===== config.mk =====
export PLATFORM = sky130hd
export DESIGN_NAME = mem_port_arbiter
export DESIGN_NICKNAME = d
export VERILOG_FILES = /design/src/rtl/rgp16_pkg.sv /design/src/rtl/arb_starve_cnt.sv /design/src/rtl/mem_port_arbiter.sv
export SDC_FILE = /design/constraint.sdc
export NUM_CORES = 1
export LEC_CHECK = 0
export CORE_ASPECT_RATIO = 1.75
export CORE_UTILIZATION = 29
export CTS_CLUSTER_SIZE = 20
export DETAILED_ROUTE_END_ITERATION = 16
export GPL_TIMING_DRIVEN = 0
export PLACE_DENSITY = 0.8
export RECOVER_POWER = 100
export SLEW_MARGIN = 20
export SYNTH_ARGS = -nofsm -noshare
export SYNTH_HDL_FRONTEND = slang
export SYNTH_HIERARCHICAL = 1
export SYNTH_SLANG_ARGS = --single-unit
export TNS_END_PERCENT = 10

===== constraint.sdc =====
create_clock -name clk -period 2.32 [get_ports clk]
set_input_delay 0.348 -clock clk [delete_from_list [all_inputs] [get_ports clk]]
set_output_delay 0.348 -clock clk [all_outputs]
set_load 0.05 [all_outputs]

===== src/rtl/rgp16_pkg.sv =====
// Shared types and defaults for the single-port memory arbiter.
package rgp16_pkg;

   localparam int unsigned STARVE_LIMIT_DEF = 4;
   localparam int unsigned AW_DEF           = 16;
   localparam int unsigned DW_DEF           = 16;
   localparam int unsigned STARVE_W         = 4;

   typedef enum logic [1:0] {
      OWN_NONE = 2'b00,
      OWN_IF   = 2'b01,
      OWN_DM   = 2'b10
   } owner_e;

endpackage


===== src/rtl/arb_starve_cnt.sv =====
// Saturating count of consecutive cycles fetch lost to data; raises force_if at the limit.
module arb_starve_cnt
   import rgp16_pkg::*;
#(
   parameter int unsigned STARVE_LIMIT = STARVE_LIMIT_DEF
) (
   input  logic clk,
   input  logic reset,
   input  logic if_req,
   input  logic if_gnt,
   input  logic dm_gnt,
   output logic force_if
);

   logic [STARVE_W-1:0] cnt;
   logic [STARVE_W-1:0] cnt_nxt;

   always_comb begin
      cnt_nxt = cnt;
      if (!if_req || if_gnt) begin
         cnt_nxt = '0;
      end else if (dm_gnt && (cnt != STARVE_W'(STARVE_LIMIT))) begin
         cnt_nxt = cnt + STARVE_W'(1);
      end
   end

   always_ff @(posedge clk) begin
      if (reset) begin
         cnt <= '0;
      end else begin
         cnt <= cnt_nxt;
      end
   end

   assign force_if = if_req & (cnt == STARVE_W'(STARVE_LIMIT));

endmodule


===== src/rtl/mem_port_arbiter.sv =====
// Shares one synchronous-read RAM port between fetch and data access; data wins
// unless fetch has starved, and responses are steered to the owner one cycle later.
module mem_port_arbiter
   import rgp16_pkg::*;
#(
   parameter int unsigned STARVE_LIMIT = STARVE_LIMIT_DEF,
   parameter int unsigned AW           = AW_DEF,
   parameter int unsigned DW           = DW_DEF
) (
   input  logic          clk,
   input  logic          reset,
   input  logic          if_req,
   input  logic [AW-1:0] if_addr,
   input  logic          if_flush,
   output logic          if_gnt,
   output logic [DW-1:0] if_rdata,
   output logic          if_valid,
   input  logic          dm_req,
   input  logic          dm_we,
   input  logic [AW-1:0] dm_addr,
   input  logic [DW-1:0] dm_wdata,
   output logic          dm_gnt,
   output logic [DW-1:0] dm_rdata,
   output logic          dm_valid,
   output logic [AW-1:0] ram_addr,
   output logic [DW-1:0] ram_wdata,
   output logic          ram_we,
   input  logic [DW-1:0] ram_rdata
);

   owner_e        owner;
   owner_e        owner_nxt;
   logic [AW-1:0] addr_q;
   logic          force_if;

   arb_starve_cnt #(
      .STARVE_LIMIT(STARVE_LIMIT)
   ) u_starve (
      .clk     (clk),
      .reset   (reset),
      .if_req  (if_req),
      .if_gnt  (if_gnt),
      .dm_gnt  (dm_gnt),
      .force_if(force_if)
   );

   // Owner of the access in flight, plus the held RAM address for idle cycles.
   always_ff @(posedge clk) begin
      if (reset) begin
         owner  <= OWN_NONE;
         addr_q <= '0;
      end else begin
         owner  <= owner_nxt;
         addr_q <= ram_addr;
      end
   end

   always_comb begin
      if_gnt    = 1'b0;
      dm_gnt    = 1'b0;
      owner_nxt = OWN_NONE;
      ram_addr  = addr_q;

      if (!reset) begin
         if (dm_req && !force_if) begin
            dm_gnt = 1'b1;
         end else if (if_req) begin
            if_gnt = 1'b1;
         end
      end

      // A fetch granted in a flush cycle still uses the port but returns nothing.
      if (dm_gnt) begin
         owner_nxt = OWN_DM;
         ram_addr  = dm_addr;
      end else if (if_gnt) begin
         ram_addr = if_addr;
         if (!if_flush) begin
            owner_nxt = OWN_IF;
         end
      end

      if (reset) begin
         ram_addr = '0;
      end

      ram_we   = dm_gnt & dm_we;
      if_valid = (owner == OWN_IF) & ~if_flush;
      dm_valid = (owner == OWN_DM);
   end

   assign ram_wdata = dm_wdata;
   assign if_rdata  = ram_rdata;
   assign dm_rdata  = ram_rdata;

endmodule


=== Yosys cells after proc, flatten, opt, wreduce, memory -nomap -nowiden ===
Cells that the tools add are included.

* Add/sub/neg operators: 1
* Multiply operators: 0
* Divide/modulo/power cells: 0
* Order comparisons: 0
* Eq/ne operators: 4
* Shift-type cells: 0
* Muxes and demuxes: 11
* Bitwise operators: 5
* Reductions and logical operators: 7

{| class="wikitable"
|+ Operators by type and width
! operator !! number
|-
| 16-bit two-way mux || 3
|-
| 1-bit two-way mux || 7
|-
| 4-bit by 1-bit adder with 4-bit output (second input constant) || 1
|-
| 4-bit by 3-bit equality test with 1-bit output (second input constant) || 1
|-
| 4-bit by 3-bit != test with 1-bit output (second input constant) || 1
|-
| 1-bit bitwise AND || 3
|-
| 3-bit OR reduction || 1
|-
| 2-bit by 1-bit equality test with 1-bit output (second input constant) || 1
|-
| 2-bit equality test (second input constant) || 1
|-
| 1-bit logical AND || 2
|-
| 1-bit zero test || 2
|-
| 2-bit two-way mux || 1
|-
| 1-bit inverter || 2
|-
| 2-bit OR reduction || 1
|-
| 1-bit logical OR || 1
|}

* Register bits: 22
* Latch bits: 0
* Memory bits (writable): 0
* ROM bits: 0
* Input bits: 70
* Output and inout port bits: 69
* Word-level logic and storage cells: 32
* Memories: 0

=== Depth between registers and ports, before layout ===
Gate-level depths: netlist of the first run.

* Depth in word-level cells: 9
* Gate-level depth with buffers: 12
* Mapped depth without buffers: 9

=== Hierarchy ===
Netlist of the first run, hierarchy kept.

{| class="wikitable"
|+ Modules (own cells, without submodules)
! module !! times used !! cells an instance !! area an instance (um^2) !! sequential area each (um^2)
|-
| mem_port_arbiter || 1 || 151 || 1417.6 || 360.3
|-
| arb_starve_cnt || 1 || 29 || 225.2 || 80.1
|}

=== Least setup slack after synthesis of the first run ===
Ideal clock, no wire load.

* Kind: reg2reg
* Start point: reg u_starve.cnt[0]
* End point: reg u_starve.cnt[3]
* Setup time: 0.066 ns
* Data arrival time: 2.945 ns
* Data required time: 2.254 ns
* Path slack: -0.691 ns
* Stages on the path, launching flop included: 13
* Path buffers: 3
* Cells stage by stage: dfxtp_1 > inv_1 > ha_1 > and3b_1 > and2_1 > buf_6 > nand2b_4 > buf_6 > buf_6 > nor2_1 > nand4_1 > or3_1 > a21oi_2

* Elaborated cells between the ends (all ways): 13
* Classes of those cells: 1 x add/sub; 2 x eq/ne; 4 x mux; 1 x bitwise; 5 x reduce/logical

{| class="wikitable"
|+ RTL lines
! what !! line !! RTL
|-
| start, declared || arb_starve_cnt.sv:15 || <nowiki>logic [STARVE_W-1:0] cnt;</nowiki>
|-
| start signal, assigned || arb_starve_cnt.sv:31 || <nowiki>cnt <= cnt_nxt;</nowiki>
|-
| 4-bit by 3-bit equality test with 1-bit output || arb_starve_cnt.sv:35 || <nowiki>assign force_if = if_req & (cnt == STARVE_W'(STARVE_LIMIT));</nowiki>
|-
| 1-bit bitwise AND || arb_starve_cnt.sv:35 ||
|-
| named net force_if || mem_port_arbiter.sv:34 || <nowiki>logic force_if;</nowiki>
|-
| 1-bit zero test || mem_port_arbiter.sv:65 || <nowiki>if (dm_req && !force_if) begin</nowiki>
|-
| 1-bit logical AND || mem_port_arbiter.sv:65 ||
|-
| 1-bit two-way mux || mem_port_arbiter.sv:65 ||
|-
| 1-bit two-way mux || mem_port_arbiter.sv:64 || <nowiki>if (!reset) begin</nowiki>
|-
| named net dm_gnt || mem_port_arbiter.sv:22 || <nowiki>output logic dm_gnt,</nowiki>
|-
| 1-bit logical AND || arb_starve_cnt.sv:22 || <nowiki>end else if (dm_gnt && (cnt != STARVE_W'(STARVE_LIMIT))) begin</nowiki>
|}

The timed path passes the listed nets, and every way through them passes these cells.
A chain may end at the register's enable or synchronous reset.

=== Worst setup path in the final report of the first run ===
* Start point: reg u_starve.cnt[0]
* End point: out ram_addr[15]

* Cells in the longest elaborated chain, start to end: 9
* Elaborated cells between the ends (all ways): 11
* Classes of those cells: 1 x eq/ne; 7 x mux; 1 x bitwise; 2 x reduce/logical

{| class="wikitable"
|+ RTL lines
! what !! line !! RTL
|-
| 4-bit by 3-bit equality test with 1-bit output * || arb_starve_cnt.sv:35 ||
|-
| 1-bit bitwise AND * || arb_starve_cnt.sv:35 ||
|-
| named net force_if || mem_port_arbiter.sv:34 ||
|-
| 1-bit zero test * || mem_port_arbiter.sv:65 ||
|-
| 1-bit logical AND * || mem_port_arbiter.sv:65 ||
|-
| 1-bit two-way mux || mem_port_arbiter.sv:65 ||
|-
| 1-bit two-way mux || mem_port_arbiter.sv:64 ||
|-
| 16-bit two-way mux || mem_port_arbiter.sv:76 || <nowiki>end else if (if_gnt) begin</nowiki>
|-
| 16-bit two-way mux * || mem_port_arbiter.sv:73 || <nowiki>if (dm_gnt) begin</nowiki>
|-
| 16-bit two-way mux * || mem_port_arbiter.sv:83 || <nowiki>if (reset) begin</nowiki>
|-
| end, declared || mem_port_arbiter.sv:25 || <nowiki>output logic [AW-1:0] ram_addr,</nowiki>
|}

Mark *: on every way through the listed nets, which the timed path passes. The rest lies on a longest branch.

==> summary.md, run 1 <==
| Metric | Value |
|---|---|
| Max Cap Violations | 0 |
| Initial antenna violation count | 0 |
| Setup total negative slack | -0.216 ns |
| CTS Hold Buffers Added | 0 |
| Hold WC Path Type | register to register |
| GP Congestion | 0.715 |
| Avg Cell Area, Syn | 9.13 sq um |
| CTS tree | done |
| Pins Over Slew Limit | 0 |
| Routed Antenna Nets | 0 |
| Die extent in x | 58.9 microns |
| Worst rel slew slack | 0.609 |
| Reg2reg path depth | 10 |
| Clock tree buffer depth | 2 |
| HPWL Detailed | 3950 microns |
| Sequential area share after synthesis | 0.268 |
| CTS buffer count | 3 |
| Arrival @ worst endpoint | 2.01 ns |
| Number of diodes | 0 |
| Starting density of the core | 0.307 |
| CP Launch Type | register |
| Number of I/O port buffers | 106 |
| Clock sink count | 22 |
| Finished Core Util | 0.606 |
| Gr usage total | 0.177 |
| Grt ovf | 0 |
| Pwr Total | 0.00135 W |
| Pre-Repair DR Iteration Count | 4 |
| DP Area | 3020 sq um |
| Fill cells | 464 |
| PD cells | 418 nW/um^2 |
| Endpoint type of the worst setup path | output port |
| Vias | 1,758 |
| Mapped Area | 1640 sq um |
| Hold Vio Cnt, Final | 0 |
| Num rows | 35 |
| Detailed Route WL | 5190 microns |
| Mapped Cells | 180 |
| CP Class | register to output port |
| Vias per Instance | 4.73 |
| Synth-to-Final Area Change | 97.1% |
| CTS H-Tree Depth | 1 |
| Multi-input gate area | 1010 sq um |
| Final Setup Violations | 14 |
| VDD IR max | 210 uV |
| Commonest non-fill, non-tap cell in the layout | buf_4 |
| Layout cells sized above 1 | 0.433 |
| Most frequent cells in the layout | 64 x buf_4, 48 x dlygate4sd3_1, 39 x clkdlybuf4s50_1 |
| Synth top area share | 0.268 |
| Mapped Nets | 252 |
| Ys Warns | 6 |
| Largest net degree at the start of global routing | 12 |
| Die H | 102 microns |
| Core area | 5340 sq um |
| DR WL/cell | 13.9 microns |
| Outcome | complete, but fails checks |
| First-pass GRT wire length | 8150 microns |
| Period utilization | 1.02 |
| Nets | 372 |
| Setup WS post-layout | -0.0349 ns |
| Final Skew | 0.00447 ns |
| Sequential cell area | 443 sq um |
| Root Driver | clkbuf_8 |
| Vias in the first global route | 1,875 |
| Yosys reg bits | 22 |
| Static Leak | 1.32 nW |
| Data required, critical path | 1.97 ns |
| Die area | 5980 sq um |
| Cell taking the most area after synthesis | dfxtp_1 |
| Detailed-route DRC error count | 0 |
| Worst-path maximum fanout | 10 |
| Reg clk slew, reported paths | 0.08 ns |
| Detailed Route Iter0 Violations | 22 |
| I/O pin count | 139 |
| Clk_lat worst skew | 0.26 ns |
| Post-route cell area | 3240 sq um |
| Final hold slack | 0.519 ns |
| Netlist cell types | 29 |
| RSZ-0062 raised after global routing | true |
| Min Tclk post-route | 2.35 ns |
| Top post-synthesis cells by area | dfxtp_1 27%, buf_4 22%, a211oi_1 15% |
| Fmax | 425 MHz |
| Failing checks | setup timing |
| Worst Hold Depth | 2 |
| Slew @ Worst Pin | 0.586 ns |
## state kept, by name (all words and copies together), names as in the netlist
register,flops
addr_q,16
owner,2
u_starve/cnt,4
## kinds of logic after synthesis
kind of cell             count (synthesis)  synth area share
flip-flops                              22             0.268
AND/OR/NAND/NOR                         36             0.155
adder cells (fa/ha/maj)                  2            0.0152
AO/OA/AOI/OAI                           39             0.170
multiplexers                            16            0.0975
buffers and inverters                   65             0.294
## area by class of cell
type	instances	area share
clock buffer	3	0.0128
timing repair buffer	117	0.361
buffer	59	0.145
multi-input combinational	93	0.311
inverter	4	0.00464
tap	74	0.0286
sequential	22	0.137
## path summary, 6_finish.rpt
check / slack (ns) / endpoint / from
worst max-delay path: -0.03 / ram_addr[15] / u_starve/cnt[0]
worst min register to register: 0.52 / u_starve/cnt[3] / u_starve/cnt[3]
worst max register to register: 0.18 / u_starve/cnt[3] / u_starve/cnt[0]
worst min-delay path: 0.52 / u_starve/cnt[3] / u_starve/cnt[3]
## stage by stage
stage                     setup slack (ns)  cells
after global placement              -0.898    360
final                              -0.0349    372
after detailed placement            -0.927    360
after CTS                          -0.0398    371
after floorplan                     -0.112    180
after global routing               -0.0949    372
## cells in the mapped netlist
| library cell | count |
|---|---|
| nor3_1 | 1 |
| a211oi_1 | 32 |
| ha_1 | 2 |
| and4bb_2 | 1 |
| o21ai_0 | 2 |
| nand4_1 | 1 |
| clkbuf_1 | 2 |
| nor2_1 | 3 |
| inv_1 | 4 |
| nand2_1 | 2 |
| a21oi_1 | 4 |
| buf_8 | 1 |
| buf_2 | 1 |
| mux2i_1 | 16 |
| or3_1 | 1 |
| nand3_1 | 3 |
| buf_1 | 2 |
| a21oi_2 | 1 |
| nor3b_1 | 17 |
| clkbuf_2 | 1 |
| nor3b_2 | 1 |
| nor2b_1 | 1 |
| buf_4 | 48 |
| nand3b_1 | 1 |
| and3b_1 | 2 |
| dfxtp_1 | 22 |
| nand2b_4 | 1 |
| and2_1 | 1 |
| buf_6 | 6 |
## timing repair
item                                    in CTS  in global routing
gates resized for setup                    148                  7
pin swaps                                    2                  2
setup buffers                                9                  1
gates cloned                                 1                  0
endpoints found under the setup margin      20                 19
## critical path: stages (launching register included)
cell and delay, ns:
dfxtp_2 0.34, inv_2 0.05, ha_4 0.15, and3b_1 0.18, and2_4 0.17, nand2b_4 0.21
buf_12 0.20, a211oi_4 0.23, buf_6 0.19
## per-layer routing
metal	vias up	global-route usage	routed length (microns)
met5	-	0	0
met4	0	0.0604	74
met3	6	0.0255	419
met2	115	0.347	2870
met1	817	0.183	1830
li1	820	-	-
## report_power, final
| part | internal, W | switching, W | leakage [nW] | total [W] |
|---|---|---|---|---|
| registers | 0.000400 | 0.00000623 | 0.183 | 0.000407 |
| logic | 0.000296 | 0.000409 | 1.11 | 0.000705 |
| clock network | 0.000116 | 0.000127 | 0.0216 | 0.000243 |
| total | 0.000812 | 0.000542 | 1.32 | 0.00135 |
Note: power is estimated with default switching activity, not from simulation.
==> run 2, diff against run 1 <==
--- a/config.mk
+++ b/config.mk
@@ -6,11 +6,12 @@
 export NUM_CORES = 1
 export LEC_CHECK = 0
 export CORE_ASPECT_RATIO = 1.75
-export CORE_UTILIZATION = 29
+export CORE_UTILIZATION = 57
 export CTS_CLUSTER_SIZE = 20
 export DETAILED_ROUTE_END_ITERATION = 16
+export DONT_BUFFER_PORTS = 1
 export GPL_TIMING_DRIVEN = 0
-export PLACE_DENSITY = 0.8
+export PLACE_DENSITY = 0.78
 export RECOVER_POWER = 100
 export SLEW_MARGIN = 20
 export SYNTH_ARGS = -nofsm -noshare
==> run 2 against run 1 <==
  * The run still ends with setup timing left
  * Sequential power about the same
  * Clock-buffer cell count stayed put
  * First-iteration DRC count increased by 110%
==> summary.md, run 2 (synthesis gave the netlist of run 1 again) <==
| Metric | Value |
|---|---|
| Met1 Use GR | 0.312 (was 0.183) |
| DR WL/cell | 21.3 microns (was 13.9 microns) |
| Clock tree buffer depth | 2 (unchanged) |
| Detailed Route Iter0 Violations | 47 (was 22) |
| Fmax | 394 MHz (was 425 MHz) |
| Die extent in x | 42.6 microns (was 58.9 microns) |
| Met3 Use GR | 0.0347 (was 0.0255) |
| Vias in the first global route | 1,446 (was 1,875) |
| Pwr Total | 0.00128 W (was 0.00135 W) |
| Largest regs | addr_q: 16 flops, u_starve/cnt: 4 flops, owner: 2 flops (unchanged) |
| Pre-Repair DR Iteration Count | 4 (unchanged) |
| Starting density of the core | 0.604 (was 0.307) |
| Number of I/O port buffers | 0 (was 106) |
| Detailed Route WL | 4770 microns (was 5190 microns) |
| Vias | 1,398 (was 1,758) |
| Outcome | complete, but fails checks (unchanged) |
| Root Driver | clkbuf_8 (unchanged) |
| GRT busiest layer | met2 (unchanged) |
| Top reg by flops | addr_q (unchanged) |
| Pins Over Slew Limit | 0 (unchanged) |
| RSZ-0062 raised after global routing | true (unchanged) |
| Worst rel slew slack | 0.270 (was 0.609) |
| CTS Hold Buffers Added | 0 (unchanged) |
| HPWL Detailed | 3380 microns (was 3950 microns) |
| CTS tree | done (unchanged) |
| Layout cells sized above 1 | 0.310 (was 0.433) |
| Period utilization | 1.09 (was 1.02) |
| PD cells | 640 nW/um^2 (was 418 nW/um^2) |
| Hold WC Path Type | input port to register (was register to register) |
| Most frequent cells in the layout | 50 x clkbuf_1, 20 x dfxtp_1, 16 x mux2i_1, 16 x a211oi_4, 16 x a211oi_1 (was 64 x buf_4, 48 x dlygate4sd3_1, 39 x clkdlybuf4s50_1) |
| GP Congestion | 0.901 (was 0.715) |
| Nets | 270 (was 372) |
| Data required, critical path | 1.97 ns (about the same) |
| Endpoint type of the worst setup path | output port (unchanged) |
| Die H | 73.0 microns (was 102 microns) |
| Setup WS post-layout | -0.217 ns (was -0.0349 ns) |
| Hold Vio Cnt, Final | 0 (unchanged) |
| Min Tclk post-route | 2.54 ns (was 2.35 ns) |
| I/O pin count | 139 (unchanged) |
| CTS H-Tree Depth | 1 (unchanged) |
| Max Cap Violations | 0 (unchanged) |
| CTS buffer count | 3 (unchanged) |
| Largest register FFs | 16 (unchanged) |
| CP Class | register to output port (unchanged) |
| Routed Antenna Nets | 0 (unchanged) |
| Synth-to-Final Area Change | 21.5% (was 97.1%) |
| Final Skew | 0.00463 ns (was 0.00447 ns) |
| CP Launch Type | register (unchanged) |
| Slew @ Worst Pin | 1.09 ns (was 0.586 ns) |
| Core area | 2720 sq um (was 5340 sq um) |
| Worst-path maximum fanout | 5 (was 10) |
| Commonest non-fill, non-tap cell in the layout | clkbuf_1 (was buf_4) |
| Setup total negative slack | -3.36 ns (was -0.216 ns) |
| Grt ovf | 0 (unchanged) |
| Number of diodes | 0 (unchanged) |
| Initial antenna violation count | 0 (unchanged) |
| Static Leak | 0.701 nW (was 1.32 nW) |
| Final Setup Violations | 19 (was 14) |
| Vias per Instance | 6.24 (was 4.73) |
| Finished Core Util | 0.733 (was 0.606) |
| Gr usage total | 0.295 (was 0.177) |
| Detailed-route DRC error count | 0 (unchanged) |
| First-pass GRT wire length | 6890 microns (was 8150 microns) |
| Num rows | 25 (was 35) |
| Largest net degree at the start of global routing | 14 (was 12) |
| Arrival @ worst endpoint | 2.19 ns (was 2.01 ns) |
| Global Route met2 Usage | 0.562 (was 0.347) |
| Failing checks | setup timing (unchanged) |
| VDD IR max | 561 uV (was 210 uV) |
| Reg clk slew, reported paths | 0.09 ns (was 0.08 ns) |
| Die area | 3110 sq um (was 5980 sq um) |
| Clk_lat worst skew | 0.27 ns (was 0.26 ns) |
| Clock sink count | 22 (unchanged) |
run 2: path summary, 6_finish.rpt:
kind / start / endpoint / slack [ns] / cells past startpoint
setup reg to reg: u_starve/cnt[0] / u_starve/cnt[3] / -0.10 / 10
setup / recovery: u_starve/cnt[0] / ram_addr[2] / -0.22 / 8
hold reg to reg: u_starve/cnt[3] / u_starve/cnt[3] / 0.54 / 2
hold / removal: if_req / u_starve/cnt[3] / 0.31 / 2
run 2: cell type report:
| cell class | count | area, sq um |
|---|---|---|
| inverter | 4 | 15.0 |
| sequential | 22 | 443 |
| multi-input combinational | 93 | 976 |
| fill | 232 | 726 |
| timing repair buffer | 15 | 170 |
| buffer | 59 | 287 |
| clock buffer | 3 | 41.3 |
| clock inverter | 1 | 30.0 |
| tap | 27 | 33.8 |
run 2: report_power, final:
group	internal (W)	total, W	switching (W)
logic	0.000122	0.000503	0.000380
clock network	0.000231	0.000366	0.000135
registers	0.000400	0.000407	0.00000706
run 2: per-layer routing:
metal	wire, microns	vias up
li1	-	619
met1	1640	695
met2	2790	70
met3	213	14
met4	131	0
met5	0	-
run 2: repair_timing:
action                     in CTS  in global routing
hold endpoints to repair        0                  0
setup endpoints to repair      23                 23
setup buffers                  11                  2
gates resized for setup        11                  5
cloned                          2                  0
pin swaps                      11                  6
run 2: per-stage QoR:
stage	instances	setup slack (ns)	hold WS [ns]	cell area, sq um
CTS	222	-0.213	0.284	2140
finish	224	-0.217	0.315	2000
floorplan	180	-0.112	0.468	1870
global placement	207	-0.225	0.480	1900
global route	224	-0.263	0.315	2000
detailed placement	207	-0.275	0.494	1910
run 2: worst max-delay path, cell delays in order (launching register included):
cell and delay (ns):
dfxtp_2 0.35, inv_2 0.05, ha_4 0.15, and3b_2 0.21
and2_4 0.15, nand2b_4 0.16, buf_12 0.14, buf_12 0.14
a211oi_4 0.57
==> run 3, diff against run 2 <==
--- a/config.mk
+++ b/config.mk
@@ -5,8 +5,10 @@
 export SDC_FILE = /design/constraint.sdc
 export NUM_CORES = 1
 export LEC_CHECK = 0
-export CORE_ASPECT_RATIO = 1.75
+export CORE_ASPECT_RATIO = 1.25
+export CORE_MARGIN = 5
 export CORE_UTILIZATION = 57
+export CTS_CLUSTER_DIAMETER = 60
 export CTS_CLUSTER_SIZE = 20
 export DETAILED_ROUTE_END_ITERATION = 16
 export DONT_BUFFER_PORTS = 1
==> run 3 against run 2 <==
  * The run still ends with setup timing left
  * Die area increased by 31%
  * Clock power fell by 42%
  * Via count down 3.9%
  * Combinational power shrank 2%
  * Sequential cell count unchanged
  * Register-to-register slack improved by 0.08 ns
  * Sequential power is essentially flat
  * Critical path type unchanged
  * Largest power group unchanged
==> summary.md, run 3 (synthesis gave the netlist of run 1 again) <==
| Metric | Value |
|---|---|
| Die H | 70.0 microns (was 73.0 microns) |
| Gr usage total | 0.216 (was 0.295) |
| Layout cells sized above 1 | 0.337 (was 0.310) |
| Power share of the clock group | 0.190 (was 0.287) |
| Internal Power | 0.000613 W (was 0.000754 W) |
| Worst rel slew slack | 0.298 (was 0.270) |
| Outcome | complete, but fails checks (unchanged) |
| Detailed Route WL | 4660 microns (was 4770 microns) |
| CP Class | register to output port (unchanged) |
| Sequential Power Share | 0.366 (was 0.319) |
| Final Setup Violations | 18 (was 19) |
| Largest regs | addr_q: 16 flops, u_starve/cnt: 4 flops, owner: 2 flops (unchanged) |
| Clock tree buffer depth | 2 (unchanged) |
| Commonest non-fill, non-tap cell in the layout | clkbuf_1 (unchanged) |
| Placed Cells | 214 (was 207) |
| Top reg by flops | addr_q (unchanged) |
| GRT busiest layer | met2 (unchanged) |
| Hold WC Path Type | input port to register (unchanged) |
| Vias in the first global route | 1,419 (was 1,446) |
| Detailed-route DRC error count | 0 (unchanged) |
| Number of diodes | 0 (unchanged) |
| Combinational share of power | 0.443 (was 0.394) |
| Root Driver | clkbuf_4 (was clkbuf_8) |
| Reg2reg path depth | 10 (unchanged) |
| Data required, critical path | 1.97 ns (about the same) |
| DR WL/cell | 20.5 microns (was 21.3 microns) |
| R2R Setup Slk | -0.02 ns (was -0.10 ns) |
| Arrival @ worst endpoint | 2.14 ns (was 2.19 ns) |
| VDD IR max | 443 uV (was 561 uV) |
| Net Sw Power | 0.000500 W (was 0.000523 W) |
| Num rows | 21 (was 25) |
| Routed Antenna Nets | 0 (unchanged) |
| Met3 Use GR | 0.0589 (was 0.0347) |
| PD cells | 567 nW/um^2 (was 640 nW/um^2) |
| Fill cells | 245 (was 232) |
| Die area | 4060 sq um (was 3110 sq um) |
| Fmax | 401 MHz (was 394 MHz) |
| CTS tree | done (unchanged) |
| I/O pin count | 139 (unchanged) |
| CTS Hold Buffers Added | 0 (unchanged) |
| Most frequent cells in the layout | 50 x clkbuf_1, 20 x dfxtp_1, 16 x mux2i_1, 16 x a211oi_4, 16 x a211oi_1 (unchanged) |
| Detailed Route Iter0 Violations | 37 (was 47) |
| Dpl ws | -0.321 ns (was -0.275 ns) |
| Worst Hold Path EP | u_starve/cnt[0] (was u_starve/cnt[3]) |
| Vias | 1,343 (was 1,398) |
| Synth-to-Final Area Change | 19.6% (was 21.5%) |
| Failing checks | setup timing (unchanged) |
| First-pass GRT wire length | 7030 microns (was 6890 microns) |
| Worst Hold Depth | 2 (unchanged) |
| Crit path launch | u_starve/cnt[0] (unchanged) |
| Clk_lat worst skew | 0.31 ns (was 0.27 ns) |
| Static Leak | 0.680 nW (was 0.701 nW) |
| Setup WS post-layout | -0.171 ns (was -0.217 ns) |
| Endpoint type of the worst setup path | output port (unchanged) |
| Initial antenna violation count | 0 (unchanged) |
| R2r startpoint | u_starve/cnt[0] (unchanged) |
| Number of I/O port buffers | 0 (unchanged) |
| Core area | 2730 sq um (was 2720 sq um) |
| RSZ-0062 raised after global routing | true (unchanged) |
| Clock sink count | 22 (unchanged) |
| Final Skew | 0.0113 ns (was 0.00463 ns) |
| Period utilization | 1.07 (was 1.09) |
| GP Congestion | 0.791 (was 0.901) |
| Die extent in x | 58.0 microns (was 42.6 microns) |
| Sw Ratio | 0.449 (was 0.410) |
| Largest net degree at the start of global routing | 13 (was 14) |
| Nets | 266 (was 270) |
| Worst-path cell chain | inv_2 > ha_4 > and3b_1 > and2_4 > nand2b_4 > buf_12 > a211oi_4 (was inv_2 > ha_4 > and3b_2 > and2_4 > nand2b_4 > buf_12 > buf_12 > a211oi_4) |
| FF-to-FF End | u_starve/cnt[3] (unchanged) |
| CTS buffer count | 3 (unchanged) |
| Non-filler cells, final | 227 (was 224) |
| Hold Vio Cnt, Final | 0 (unchanged) |
| HPWL Detailed | 3720 microns (was 3380 microns) |
| CP Launch Type | register (unchanged) |
| Grt ovf | 0 (unchanged) |
| Global Route met2 Usage | 0.415 (was 0.562) |
| Starting density of the core | 0.601 (was 0.604) |
| Met1 Use GR | 0.212 (was 0.312) |
| Max Cap Violations | 0 (unchanged) |
| Reg clk slew, reported paths | 0.13 ns (was 0.09 ns) |
| Min Tclk post-route | 2.49 ns (was 2.54 ns) |
| Slowest CP cell | a211oi_4 (unchanged) |
| Pwr Total | 0.00111 W (was 0.00128 W) |
| Slew @ Worst Pin | 1.05 ns (was 1.09 ns) |
| Vias per Instance | 5.92 (was 6.24) |
| CTS H-Tree Depth | 1 (unchanged) |
| Worst path max stage delay | 0.57 ns (about the same) |
| Largest register FFs | 16 (unchanged) |
| Pre-Repair DR Iteration Count | 4 (unchanged) |
| HP Start | if_req (unchanged) |
| Pins Over Slew Limit | 0 (unchanged) |
| Worst-path maximum fanout | 5 (unchanged) |
-- run 3: what timing repair did --
item	4_1_cts	5_1_grt
hold endpoints to repair	0	0
setup endpoints to repair	23	20
pin swaps	12	7
buffers inserted	10	0
gates cloned	2	0
resized for setup	12	14
-- run 3: worst max path at each step --
| stage | endpoint | slack, ns | depth (start not counted) |
|---|---|---|---|
| final | ram_addr[11] | -0.17 | 7 |
| after global placement | u_starve/cnt[3] | -0.24 | 12 |
| after CTS | ram_addr[5] | -0.28 | 8 |
| after global routing | ram_addr[12] | -0.23 | 7 |
| after floorplan | u_starve/cnt[3] | -0.11 | 12 |
| after detailed placement | u_starve/cnt[3] | -0.32 | 12 |
-- run 3: routing by layer --
metal / wire (microns) / vias up
met3: 445 / 11
li1: - / 608
met1: 1560 / 647
met5: 0 / -
met4: 97 / 0
met2: 2560 / 77
-- run 3: power by group through the flow --
| stage | clock network [W] | registers (W) | logic (W) |
|---|---|---|---|
| 2_1_floorplan | 0 | 0.000414 | 0.000479 |
| 3_3_place_gp | 0 | 0.000415 | 0.000506 |
| 3_5_place_dp | 0 | 0.000416 | 0.000513 |
| 4_1_cts | 0.000217 | 0.000407 | 0.000536 |
| 5_1_grt | 0.000232 | 0.000409 | 0.000513 |
| 6_report | 0.000212 | 0.000407 | 0.000494 |
-- run 3: metrics by stage --
| step | TNS [ns] | utilization | hold slack [ns] | instance area, sq um |
|---|---|---|---|---|
| after floorplan | -0.112 | - | 0.468 | 1870 |
| after global placement | -0.731 | 0.700 | 0.483 | 1910 |
| after detailed placement | -2.01 | 0.702 | 0.497 | 1920 |
| after CTS | -3.09 | 0.770 | 0.220 | 2100 |
| after global routing | -3.61 | 0.719 | 0.224 | 1960 |
| final | -2.38 | 0.719 | 0.229 | 1960 |
-- run 3: worst max-delay path: cells and delay by family, from the launching register on --
kind	cells	cell delay (ns)
fa+ha+maj	1	0.15
compound gates	1	0.57
simple gates	3	0.52
buf+inv	2	0.22
flops	1	0.36
-- run 3: final cells by class --
type                       instances  area [sq um]  area share
tap                               34          42.5      0.0217
timing repair buffer              11           115      0.0586
sequential                        22           443       0.225
clock buffer                       4          36.3      0.0185
multi-input combinational         93          1020       0.520
buffer                            59           290       0.148
inverter                           4          15.0     0.00764
